$ cat src/rtl/sqrt_arb_pkg.sv
`default_nettype none
// ============================================================================
// Module      : sqrt_arb_pkg
// Description : Shared types, default widths and round-robin helper for the
//               square-root arbiter.
// Revision    : 1.0
// ============================================================================
package sqrt_arb_pkg;

    typedef enum logic [1:0] {
        IDLE  = 2'd0,
        ISSUE = 2'd1,
        WAIT  = 2'd2,
        RESP  = 2'd3
    } arb_state_t;

    localparam int C_DEF_N_REQ          = 4;
    localparam int C_DEF_INT_WIDTH      = 8;
    localparam int C_DEF_FRAC_WIDTH     = 8;
    localparam int C_DEF_TIMEOUT_CYCLES = 64;

    // Index reached by stepping offset positions from base around a ring of n.
    function automatic int unsigned rr_index(input int unsigned base,
                                             input int unsigned offset,
                                             input int unsigned n);
        return (base + offset) % n;
    endfunction

endpackage
`default_nettype wire

$ cat src/rtl/sqrt_arbiter_rr.sv
`default_nettype none
// ============================================================================
// Module      : rr_arbiter
// Description : Combinational round-robin grant starting the search at ptr.
// Revision    : 1.0
// ============================================================================
module rr_arbiter
    import sqrt_arb_pkg::*;
#(
    parameter int N_REQ = C_DEF_N_REQ,
    parameter int IDX_W = $clog2(N_REQ)
) (
    input  logic [N_REQ-1:0] req_valid,
    input  logic [IDX_W-1:0] ptr,
    input  logic             enable,
    output logic [N_REQ-1:0] grant,
    output logic [IDX_W-1:0] grant_idx
);

    logic [N_REQ-1:0] w_rot;
    logic             w_found;

    // Rotating the doubled vector puts requester ptr at bit 0.
    assign w_rot = N_REQ'({req_valid, req_valid} >> ptr);

    always_comb begin
        w_found   = 1'b0;
        grant_idx = '0;
        for (int j = 0; j < N_REQ; j++) begin
            if (!w_found && w_rot[j]) begin
                w_found   = 1'b1;
                grant_idx = IDX_W'(rr_index(32'(ptr), 32'(j), N_REQ));
            end
        end
    end

    assign grant = (enable && w_found) ? (N_REQ'(1) << grant_idx) : '0;

endmodule
`default_nettype wire

$ cat src/rtl/sqrt_arbiter.sv
`default_nettype none
// ============================================================================
// Module      : sqrt_arbiter
// Description : Shares one square-root core between N_REQ requesters, one
//               transaction in flight. Optional watchdog: SQRT_ARB_TIMEOUT_EN.
// Revision    : 1.0
// ============================================================================
module sqrt_arbiter
    import sqrt_arb_pkg::*;
#(
    parameter int N_REQ          = C_DEF_N_REQ,
    parameter int INT_WIDTH      = C_DEF_INT_WIDTH,
    parameter int FRAC_WIDTH     = C_DEF_FRAC_WIDTH,
    parameter int TIMEOUT_CYCLES = C_DEF_TIMEOUT_CYCLES
) (
    input  logic                                      clk,
    input  logic                                      rst_n,
    input  logic [N_REQ-1:0]                          req_valid,
    output logic [N_REQ-1:0]                          req_ready,
    input  logic [N_REQ*(INT_WIDTH+FRAC_WIDTH)-1:0]   req_x,
    output logic                                      core_start,
    output logic [INT_WIDTH+FRAC_WIDTH-1:0]           core_x,
    input  logic [INT_WIDTH+FRAC_WIDTH-1:0]           core_sqrt,
    input  logic                                      core_busy,
    input  logic                                      core_valid,
    output logic                                      resp_valid,
    input  logic                                      resp_ready,
    output logic [$clog2(N_REQ)-1:0]                  resp_id,
    output logic [INT_WIDTH+FRAC_WIDTH-1:0]           resp_sqrt,
    output logic                                      resp_err
);

    localparam int C_W   = INT_WIDTH + FRAC_WIDTH;
    localparam int C_IDW = $clog2(N_REQ);

    if (N_REQ < 2 || N_REQ > 16) begin : g_bad_n_req
        $error("sqrt_arbiter: N_REQ must be within 2..16");
    end
    if (TIMEOUT_CYCLES < 1) begin : g_bad_timeout
        $error("sqrt_arbiter: TIMEOUT_CYCLES must be at least 1");
    end

    arb_state_t       r_state;
    logic [C_IDW-1:0] r_ptr;
    logic [C_IDW-1:0] r_id;
    logic [C_W-1:0]   r_x;
    logic [C_W-1:0]   r_sqrt;
    logic [N_REQ-1:0] w_grant;
    logic [C_IDW-1:0] w_grant_idx;
    logic             w_arb_en;
    logic             w_core_idle;
    logic             w_tmo_hit;

    // Gating with rst_n keeps every grant low while reset is held.
    assign w_arb_en = rst_n && (r_state == IDLE);

    rr_arbiter #(
        .N_REQ (N_REQ)
    ) u_rr_arbiter (
        .req_valid (req_valid),
        .ptr       (r_ptr),
        .enable    (w_arb_en),
        .grant     (w_grant),
        .grant_idx (w_grant_idx)
    );

    assign req_ready   = w_grant;
    assign w_core_idle = !core_busy && !core_valid;
    assign core_start  = (r_state == ISSUE) && w_core_idle;
    assign core_x      = r_x;
    assign resp_valid  = (r_state == RESP);
    assign resp_id     = r_id;
    assign resp_sqrt   = r_sqrt;

`ifdef SQRT_ARB_TIMEOUT_EN
    localparam int C_TW = $clog2(TIMEOUT_CYCLES + 1);

    logic [C_TW-1:0] r_tmo;
    logic            r_err;

    assign w_tmo_hit = (r_tmo == C_TW'(TIMEOUT_CYCLES - 1)) && !core_valid;
    assign resp_err  = r_err;

    always_ff @(posedge clk or negedge rst_n) begin
        if (!rst_n) begin
            r_tmo <= '0;
            r_err <= 1'b0;
        end else if (r_state != WAIT) begin
            r_tmo <= '0;
        end else if (core_valid) begin
            r_err <= 1'b0;
        end else if (w_tmo_hit) begin
            r_err <= 1'b1;
        end else begin
            r_tmo <= r_tmo + C_TW'(1);
        end
    end
`else
    assign w_tmo_hit = 1'b0;
    assign resp_err  = 1'b0;
`endif

    always_ff @(posedge clk or negedge rst_n) begin
        if (!rst_n) begin
            r_state <= IDLE;
            r_ptr   <= '0;
            r_id    <= '0;
            r_x     <= '0;
            r_sqrt  <= '0;
        end else begin
            case (r_state)
                IDLE: begin
                    if (|w_grant) begin
                        r_x     <= req_x[int'(w_grant_idx)*C_W +: C_W];
                        r_id    <= w_grant_idx;
                        r_ptr   <= C_IDW'(rr_index(32'(w_grant_idx), 1, N_REQ));
                        r_state <= ISSUE;
                    end
                end
                // Stale core activity must drain before a new start.
                ISSUE: begin
                    if (w_core_idle) begin
                        r_state <= WAIT;
                    end
                end
                WAIT: begin
                    if (core_valid) begin
                        r_sqrt  <= core_sqrt;
                        r_state <= RESP;
                    end else if (w_tmo_hit) begin
                        r_sqrt  <= '0;
                        r_state <= RESP;
                    end
                end
                RESP: begin
                    if (resp_ready) begin
                        r_state <= IDLE;
                    end
                end
                default: r_state <= IDLE;
            endcase
        end
    end

endmodule
`default_nettype wire

$ cat config.mk
export PLATFORM = sky130hd
export DESIGN_NAME = sqrt_arbiter
export DESIGN_NICKNAME = d
export VERILOG_FILES = /design/src/rtl/sqrt_arb_pkg.sv /design/src/rtl/sqrt_arbiter_rr.sv /design/src/rtl/sqrt_arbiter.sv
export SDC_FILE = /design/constraint.sdc
export NUM_CORES = 1
export LEC_CHECK = 0
export CAP_MARGIN = 20
export CORE_MARGIN = 4
export CORE_UTILIZATION = 40
export CTS_CLUSTER_SIZE = 30
export DETAILED_ROUTE_END_ITERATION = 12
export PLACE_DENSITY = 0.95
export SLEW_MARGIN = 30
export SYNTH_ARGS = -nofsm -noshare
export SYNTH_HDL_FRONTEND = slang
export SYNTH_SLANG_ARGS = --single-unit
$ cat constraint.sdc
create_clock -name clk -period 2.5 [get_ports clk]
set_input_delay 0.5 -clock clk [delete_from_list [all_inputs] [get_ports clk]]
set_output_delay 0.5 -clock clk [all_outputs]
set_load 0.01 [all_outputs]
==> results.py, run 1 <==
metrics = {
    "floorplanning": {
        "start_util_pct": 41.4,
        "coreArea_um2": 5110,
        "die_y_um": 80.7,
        "num_rows": 26,
        "die_w_um": 80.7,
        "dieArea_um2": 6510,
        "ioPinCount": 130,
    },
    "route": {
        "via_per_inst": 5.03,
        "vias": 1948,
        "ant_nets": 0,
        "wirelength_um": 6390,
        "wl_per_cell_um": 16.5,
        "post-route-drc-count": 0,
        "drt-initial-drc-count": 104,
        "first_pass_iters": 4,
    },
    "sta": {
        "final_max_slew_viol_count": 0,
        "max_freq_ghz": 0.423,
        "min_period_ns": 2.36,
        "fin_ws_ns": 0.135,
        "fin_skew_ns": 0.00319,
        "rsz0062_at_grt": "false",
        "finalHoldViolCount": 0,
        "setup_violations": 0,
        "fin_crit_sh_pct": 94.6,
    },
    "logic_synthesis": {
        "synth_common_cells": "38 x dfrtp_1, 31 x mux2i_1, 24 x nand2_1",
        "yosys_warnings": 0,
        "syn_area_per_cell_um2": 11.9,
        "synth_adder_area_share_pct": 2.96,
        "synth-xor-area-share_pct": 0.415,
        "synthArstFlopShare_pct": 100,
        "yosysMostFrequentCell": "dfrtp_1",
        "synth_area_leaders": "dfrtp_1 45%, mux2i_1 15%, mux2_2 9.1%",
        "synth_edf_count": 0,
        "synthDistinctLibCells": 31,
        "syn_nets": 271,
        "synth_compound_area_share_pct": 13.4,
        "syn_area_um2": 2110,
        "synth_top_family_by_area": "multiplexers",
        "yosys_register_bits": 38,
        "yosysTopAreaCellShare_pct": 45.0,
        "muxShareOfSynthArea_pct": 24.8,
        "postSynthCellCount": 177,
        "seq_area_frac_synth_pct": 45.0,
        "synth_simple_gate_area_share_pct": 7.58,
        "synth-main-ff-cell": "dfrtp_1",
        "yosysTopAreaCell": "dfrtp_1",
    },
    "cts": {
        "cts.sink_count": 38,
        "cts_tree": "yes",
        "h-tree-depth": 2,
        "clockRootBuffer": "clkbuf_8",
        "clock_path_buffers": 2,
        "numCtsBuffers": 5,
        "clkLatencyLatePin_ns": 0.28,
        "path_clk_slew_ns": 0.07,
    },
    "power_and_ir_drop": {
        "power.switching_uw": 1230,
        "combPwrFrac_pct": 55.2,
        "p_int_uw": 2330,
        "cellPowerDensity_nw_per_um2": 984,
        "ir_drop_mv": 0.541,
        "cellLeakagePower_uw": 0.00163,
        "seq_power_share_pct": 30.5,
        "swShare_pct": 34.5,
        "power.share.clock_pct": 14.3,
    },
    "finish": {
        "nets": 410,
        "regArea_um2": 951,
        "n_antenna_cell": 0,
        "n_fill_cell": 396,
        "multiInputGateArea_um2": 1070,
        "final_util_pct": 70.9,
        "syn2layout_area_growth_pct": 71.4,
        "drive_above_1_share_pct": 17.7,
    },
    "grt": {
        "grt_use_total_pct": 20.2,
        "grt_start_max_net_pins": 39,
        "grt_overflow": 0,
        "grt_pass1_vias": 2147,
        "antenna_found_initial": 0,
        "grt_pass1_wl_um": 10100,
    },
    "flow_run": {
        "drv_cap": 0,
    },
    "worst_setup_path": {
        "required_ns": 2.00,
        "end_kind": "output port",
        "rr_worst_depth": 6,
        "worst_ep_arrival_time_ns": 1.86,
        "regToRegStartpoint": "r_ptr[1]",
        "worstSetupPathType": "register to output port",
        "worst_setup_path_start_kind": "register",
        "cp_max_fo": 5,
        "r2r_slack_ns": 0.61,
        "r2r-end": "core_x[3]",
    },
    "placed_design": {
        "dp_hpwl_um": 5190,
        "gp_congestion": 0.795,
        "dp_slack_ns": -0.414,
        "io_buffer_count": 128,
    },
    "min_path": {
        "hp-class": "input port to asynchronous set/reset pin",
    },
    "outcome": {
        "outcome": "complete, no violations",
    },
}
area by class of cell:
class                      count  share of cell area (%)
timing repair buffer         143                    38.2
clock buffer                   5                    1.90
multi-input combinational    122                    29.5
sequential                    38                    26.3
inverter                       6                   0.622
clock inverter                 3                    1.11
tap                           70                    2.42
registers in the layout (all words and copies together), names as in the netlist:
signal     count
r_ptr          2
r_state        2
core_x        16
resp_sqrt     16
resp_id        2
per-layer routing:
metal	part of all wire, %	GRT usage, %	up-vias	routed length, um
met5	0	0	-	0
met4	2.1	7.77	0	136
met3	12	9.19	12	798
met2	48	34.6	107	3070
met1	37	21.6	909	2390
li1	-	-	920	-
cell usage in the layout, fill, tap and decap left out, types with 4 or more instances in the layout:
master,count
nand2_1,24
o21ai_0,5
clkbuf_8,5
inv_1,4
o221ai_2,5
dlygate4sd2_1,6
buf_4,15
ha_1,5
o221ai_1,12
nor2_1,4
dfrtp_1,38
mux2_2,17
mux2i_1,31
clkdlybuf4s50_1,119
kinds of logic after synthesis:
logic type,Yosys count
and+or+nand+nor,36
AOI/OAI and AO/OA,30
muxes,49
adders and majority gates,5
xor gates and xnor gates,1
DFF,38
other,1
buffers and inverters,17
power by group through the flow:
| stage | Sequential [uW] | Combinational, uW | Clock (uW) |
|---|---|---|---|
| floorplan | 1210 | 926 | 0 |
| global route | 1120 | 2130 | 556 |
| CTS | 1090 | 1990 | 528 |
| finish | 1090 | 1970 | 510 |
| global placement | 1080 | 1930 | 0 |
| detailed placement | 1100 | 1990 | 0 |
worst max-delay path, stage by stage, from the launching register on:
cell and delay, ns:
dfrtp_1 0.44, nor2b_2 0.19, o21ai_1 0.18, o211ai_2 0.13, or2_4 0.26, nor2_1 0.08, dlygate4sd2_1 0.30
per-stage QoR:
stage | setup TNS (ns) | area [um2] | hold slack (ns) | total power, uW | std cells
2_1_floorplan | 0 | 2110 | 0.204 | 2140 | 177
5_1_grt | 0 | 3620 | 0.354 | 3810 | 387
4_1_cts | 0 | 3610 | 0.337 | 3610 | 387
6_report | 0 | 3620 | 0.321 | 3560 | 387
3_5_place_dp | -1.53 | 3500 | 0.469 | 3090 | 379
3_3_place_gp | -1.13 | 3500 | 0.459 | 3010 | 379
repair_timing:
item,in CTS,in global routing
setup endpoints to repair,4,4
buffers inserted,0,0
gates resized for setup,10,3
pin swaps,1,1
hold buffers,0,0
how the worst max path moves through the flow:
stage	startpoint	to	slack, ns
2_1_floorplan	req_valid[0]	req_ready[3]	0.48
3_3_place_gp	req_valid[3]	req_ready[3]	-0.31
3_5_place_dp	req_valid[3]	req_ready[1]	-0.41
4_1_cts	req_valid[3]	req_ready[3]	0.005
5_1_grt	r_ptr[1]	req_ready[1]	0.003
6_report	r_ptr[1]	req_ready[3]	0.14
Note: power is estimated with default switching activity, not from simulation.
==> inputs of run 2 (changes only) <==
Settings changed: SLEW_MARGIN 30 to 20.
==> results of run 2 <==
No change in the layout: final DEF, timing and power equal those of run 1.
==> edit 1, RTL diff (config.mk and constraints of run 1) <==
Add a define of `SQRT_ARB_TIMEOUT_EN`.
--- a/src/rtl/sqrt_arbiter.sv
+++ b/src/rtl/sqrt_arbiter.sv
@@ -5,6 +5,8 @@
 //               transaction in flight. Optional watchdog: SQRT_ARB_TIMEOUT_EN.
 // Revision    : 1.0
 // ============================================================================
+`define SQRT_ARB_TIMEOUT_EN
+
 module sqrt_arbiter
     import sqrt_arb_pkg::*;
 #(
Check against the original RTL: no difference found for any inputs over 4 cycles, from zero or initial values and one cycle with rst_n low; that may be too few to reach the edited logic, so the function may still have changed.
==> edit 1 against run 1 <==
  * Worst setup slack worse by 0.050 ns
  * Synthesized area grew 18%
  * Sequential cell count is 8 higher
  * First-iteration DRC count shrank 51%
  * Total power is 4.6% higher
  * Routed wire length rose by 14%
  * Largest cell class unchanged
  * Final cell count grew 10%
  * Cell area up 11%
==> edit 1: results (changes against run 1) <==
{
  "status": {"value": "complete, no violations"},
  "timing.critical_path.slowest_stage_cell": {"value": "o41ai_2"},
  "final_nets": {"value": 446, "change": "+8.8%"},
  "place.detailed.instances": {"value": 418, "change": "+10%"},
  "rr_worst_depth": {"value": 7, "change": "+1"},
  "synthesized_netlist_net_count": {"value": 306, "change": "+13%"},
  "fin_skew": {"value": 0.00369, "unit": "ns", "change": "+0.000494 ns"},
  "track_usage": {"value": 19.1, "unit": "%", "change": "-1.1 points"},
  "first_global_vias": {"value": 2388, "change": "+11%"},
  "synth.area.mux_share": {"value": 14.4, "unit": "%", "change": "-10 points"},
  "slowest_delay": {"value": 0.40, "unit": "ns", "change": "-0.04 ns"},
  "route.layer.met1.wl": {"value": 2970, "unit": "µm", "change": "+24%"},
  "yosys.area_share.xor_xnor": {"value": 2.11, "unit": "%", "change": "+1.7 points"},
  "synth.top_cells.by_area": {"value": "dfrtp_1, mux2i_1, a22o_1"},
  "detailedPlacementHpwl": {"value": 5710, "unit": "µm", "change": "+10%"},
  "wl_met2": {"value": 3340, "unit": "µm", "change": "+8.8%"},
  "drt_first_iter_violations": {"value": 51, "change": "-51%"},
  "placement.cell_area": {"value": 3900, "unit": "µm²", "change": "+11%"},
  "share_of_synthesized_area_occupied_by_flip_flops_and_latches": {"value": 46.3, "unit": "%", "change": "+1.3 points"},
  "grt_first_pass_wirelength": {"value": 11300, "unit": "µm", "change": "+12%"},
  "dr_total_vias": {"value": 2237, "change": "+15%"},
  "vias_per_cell": {"value": 5.24, "change": "+4.1%"},
  "synth_cell_type_count": {"value": 40, "change": "+29%"},
  "met3_usage": {"value": 5.99, "unit": "%", "change": "-3.2 points"},
  "peakVddDrop": {"value": 0.662, "unit": "mV", "change": "+22%"},
  "nFillCells": {"value": 465, "change": "+17%"},
  "synthesis.area_per_instance": {"value": 11.8, "unit": "µm²", "change": "-1.3%"},
  "groute.layer.met1.usage": {"value": 23.4, "unit": "%", "change": "+1.8 points"},
  "ff2ff_setup_slack": {"value": 0.47, "unit": "ns", "change": "-0.14 ns"},
  "regToRegEndpoint": {"value": "core_x[14]"},
  "worst-endpoint-arrival": {"value": 1.92, "unit": "ns", "change": "+0.06 ns"}
}
-- edit 1: layout make-up --
cell class,instances,area [µm²],area share [%]
timing repair buffer,146,1410,35.1
sequential,46,1150,28.7
inverter,6,22.5,0.561
clock inverter,2,37.5,0.935
multi-input combinational,146,1230,30.6
tap,75,93.8,2.34
clock buffer,6,72.6,1.81
-- edit 1: power breakdown --
| group | internal, µW | switching (µW) | total, µW |
|---|---|---|---|
| Combinational | 1100 | 852 | 1950 |
| Sequential | 1040 | 189 | 1230 |
| Clock | 298 | 250 | 548 |
| Total | 2440 | 1290 | 3730 |
-- edit 1: worst max path at each step --
stage / startpoint / slack (ns) / cells past startpoint / end
after floorplan: req_valid[3] / 0.45 / 7 / req_ready[1]
after global placement: req_valid[3] / -0.36 / 7 / req_ready[1]
after detailed placement: req_valid[3] / -0.44 / 7 / req_ready[1]
after CTS: req_valid[0] / 0.008 / 7 / req_ready[1]
after global routing: req_valid[3] / 0.01 / 7 / req_ready[0]
final: req_valid[3] / 0.08 / 7 / req_ready[0]
==> edit 2, RTL diff (flow settings as in run 1) <==
Without the edit above. Encoding of `arb_state_t`: now one-hot (4 bits for 4 states).
--- a/src/rtl/sqrt_arb_pkg.sv
+++ b/src/rtl/sqrt_arb_pkg.sv
@@ -7,11 +7,11 @@
 // ============================================================================
 package sqrt_arb_pkg;
 
-    typedef enum logic [1:0] {
-        IDLE  = 2'd0,
-        ISSUE = 2'd1,
-        WAIT  = 2'd2,
-        RESP  = 2'd3
+    typedef enum logic [3:0] {
+        IDLE  = 4'b0001,
+        ISSUE = 4'b0010,
+        WAIT  = 4'b0100,
+        RESP  = 4'b1000
     } arb_state_t;
 
     localparam int C_DEF_N_REQ          = 4;
Function: no difference found for any inputs over 4 cycles, from zero or initial values and one cycle with rst_n low; so few cycles prove little.
==> edit 2 against run 1 <==
  * Total power is 7.1% lower
  * Fmax is 2.7% lower
  * Die area is 6.5% higher
  * Critical path type is now input pin to output port
  * Worst setup slack worse by 0.065 ns
  * Register-to-register slack worse by 0.36 ns
  * Synthesized area is 7.2% higher
  * Routed wire length is 16% higher
  * Sequential cell count is 2 higher
  * Global-route usage is 1.5 points higher
  * Clock skew is 0.0064 ns higher
  * Sequential share of layout area is 0.38 points higher
  * Largest power group unchanged
  * Combinational power is 11% lower
  * Cell area is 3.9% higher
==> edit 2: results (changes against run 1) <==
{
  "first_global_vias": {"value": 2422, "change": "+13%"},
  "grt_first_pass_wirelength": {"value": 12300, "unit": "µm", "change": "+22%"},
  "placement.cell_area": {"value": 3660, "unit": "µm²", "change": "+4.6%"},
  "wl_met3": {"value": 372, "unit": "µm", "change": "-53%"},
  "ff2ff_setup_slack": {"value": 0.25, "unit": "ns", "change": "-0.36 ns"},
  "peakVddDrop": {"value": 0.471, "unit": "mV", "change": "-13%"},
  "worst_hold_margin": {"value": 0.287, "unit": "ns", "change": "-0.0335 ns"},
  "final_nets": {"value": 429, "change": "+4.6%"},
  "path_delay_family": {"value": "buffers and inverters"},
  "detailedPlacementHpwl": {"value": 5650, "unit": "µm", "change": "+8.9%"},
  "multiInputGateArea": {"value": 1170, "unit": "µm²", "change": "+9.1%"},
  "cellLeakagePower": {"value": 0.00156, "unit": "µW", "change": "-4.2%"},
  "timing.fmax": {"value": 412, "unit": "MHz", "change": "-2.7%"},
  "timing.critical_path.slowest_stage_cell": {"value": "clkdlybuf4s50_1"},
  "yosys.area_share.xor_xnor": {"value": 0.387, "unit": "%", "change": "-0.028 points"},
  "track_usage": {"value": 21.7, "unit": "%", "change": "+1.5 points"},
  "synthesis.area_per_instance": {"value": 11.2, "unit": "µm²", "change": "-6.0%"},
  "pre_cts_slack": {"value": -0.437, "unit": "ns", "change": "-0.0233 ns"},
  "status": {"value": "complete, no violations"},
  "grt_max_degree": {"value": 41, "change": "+5.1%"},
  "post_drt_wl_per_cell": {"value": 17.9, "unit": "µm", "change": "+8.2%"},
  "synth_top_cells_by_count": {"value": "dfrtp_1, nor2_1, mux2_2, mux2i_1, a211oi_1"},
  "compound_gate_fraction_of_synth_area": {"value": 25.6, "unit": "%", "change": "+12 points"},
  "synthesized_netlist_net_count": {"value": 291, "change": "+7.4%"},
  "share_of_synthesized_area_occupied_by_flip_flops_and_latches": {"value": 44.3, "unit": "%", "change": "-0.77 points"},
  "finalNonFillerCells": {"value": 413, "change": "+6.7%"}
}
[edit 2: cell types whose count changed after synthesis, sizes merged, moves of 16 or more]
cell | before | now
a21boi | 1 | 18
mux2i | 32 | 16
a2111oi | 0 | 16
nor2 | 4 | 25
o221ai | 17 | 0
[edit 2: repair_timing]
action	in CTS	in global routing
resized for setup	14	5
hold buffers	0	0
endpoints found under the setup margin	4	3
[edit 2: worst reg2reg max path, cell delays in order, from the launching register on]
cell and delay (ns):
dfrtp_1 0.45, nor2_1 0.15, and4_1 0.30, o41ai_4 0.13, buf_4 0.24, nor2_2 0.62
a311oi_2 0.20
[edit 2: worst paths after layout]
kind | cells after the start | end | start
setup reg to reg | 6 | core_x[13] | r_state[2]
hold reg to reg | 2 | resp_id[0] | resp_id[0]
hold / removal | 2 | resp_sqrt[3] | rst_n
max in group asynchronous | 2 | core_x[6] | rst_n
min in group clk | 2 | resp_id[0] | resp_id[0]
setup / recovery | 6 | req_ready[2] | req_valid[1]
[edit 2: area by class of cell]
class,count,area share [%]
Multi-Input combinational cell,145,31.0
Clock inverter,2,0.399
Clock buffer,6,2.20
Timing Repair Buffer,146,37.2
Tap cell,72,2.40
Inverter,2,0.200
Sequential cell,40,26.6
[edit 2: power by group]
group | internal, µW | switching, µW
sequential | 914 | 176
combinational | 943 | 822
clock | 224 | 231
total | 2080 | 1230
[edit 2: metal layers]
metal / track usage (%) / vias to the layer above
li1: - / 1048
met1: 23.7 / 1056
met2: 42.8 / 77
met3: 3.77 / 9
met4: 5.20 / 0
met5: 0 / -
[edit 2: cells by family after synthesis]
kind of cell	Yosys count
AO/OA/AOI/OAI	64
XOR/XNOR	1
buffers and inverters	17
flip-flops	40
multiplexers	32
other	1
AND/OR/NAND/NOR	47
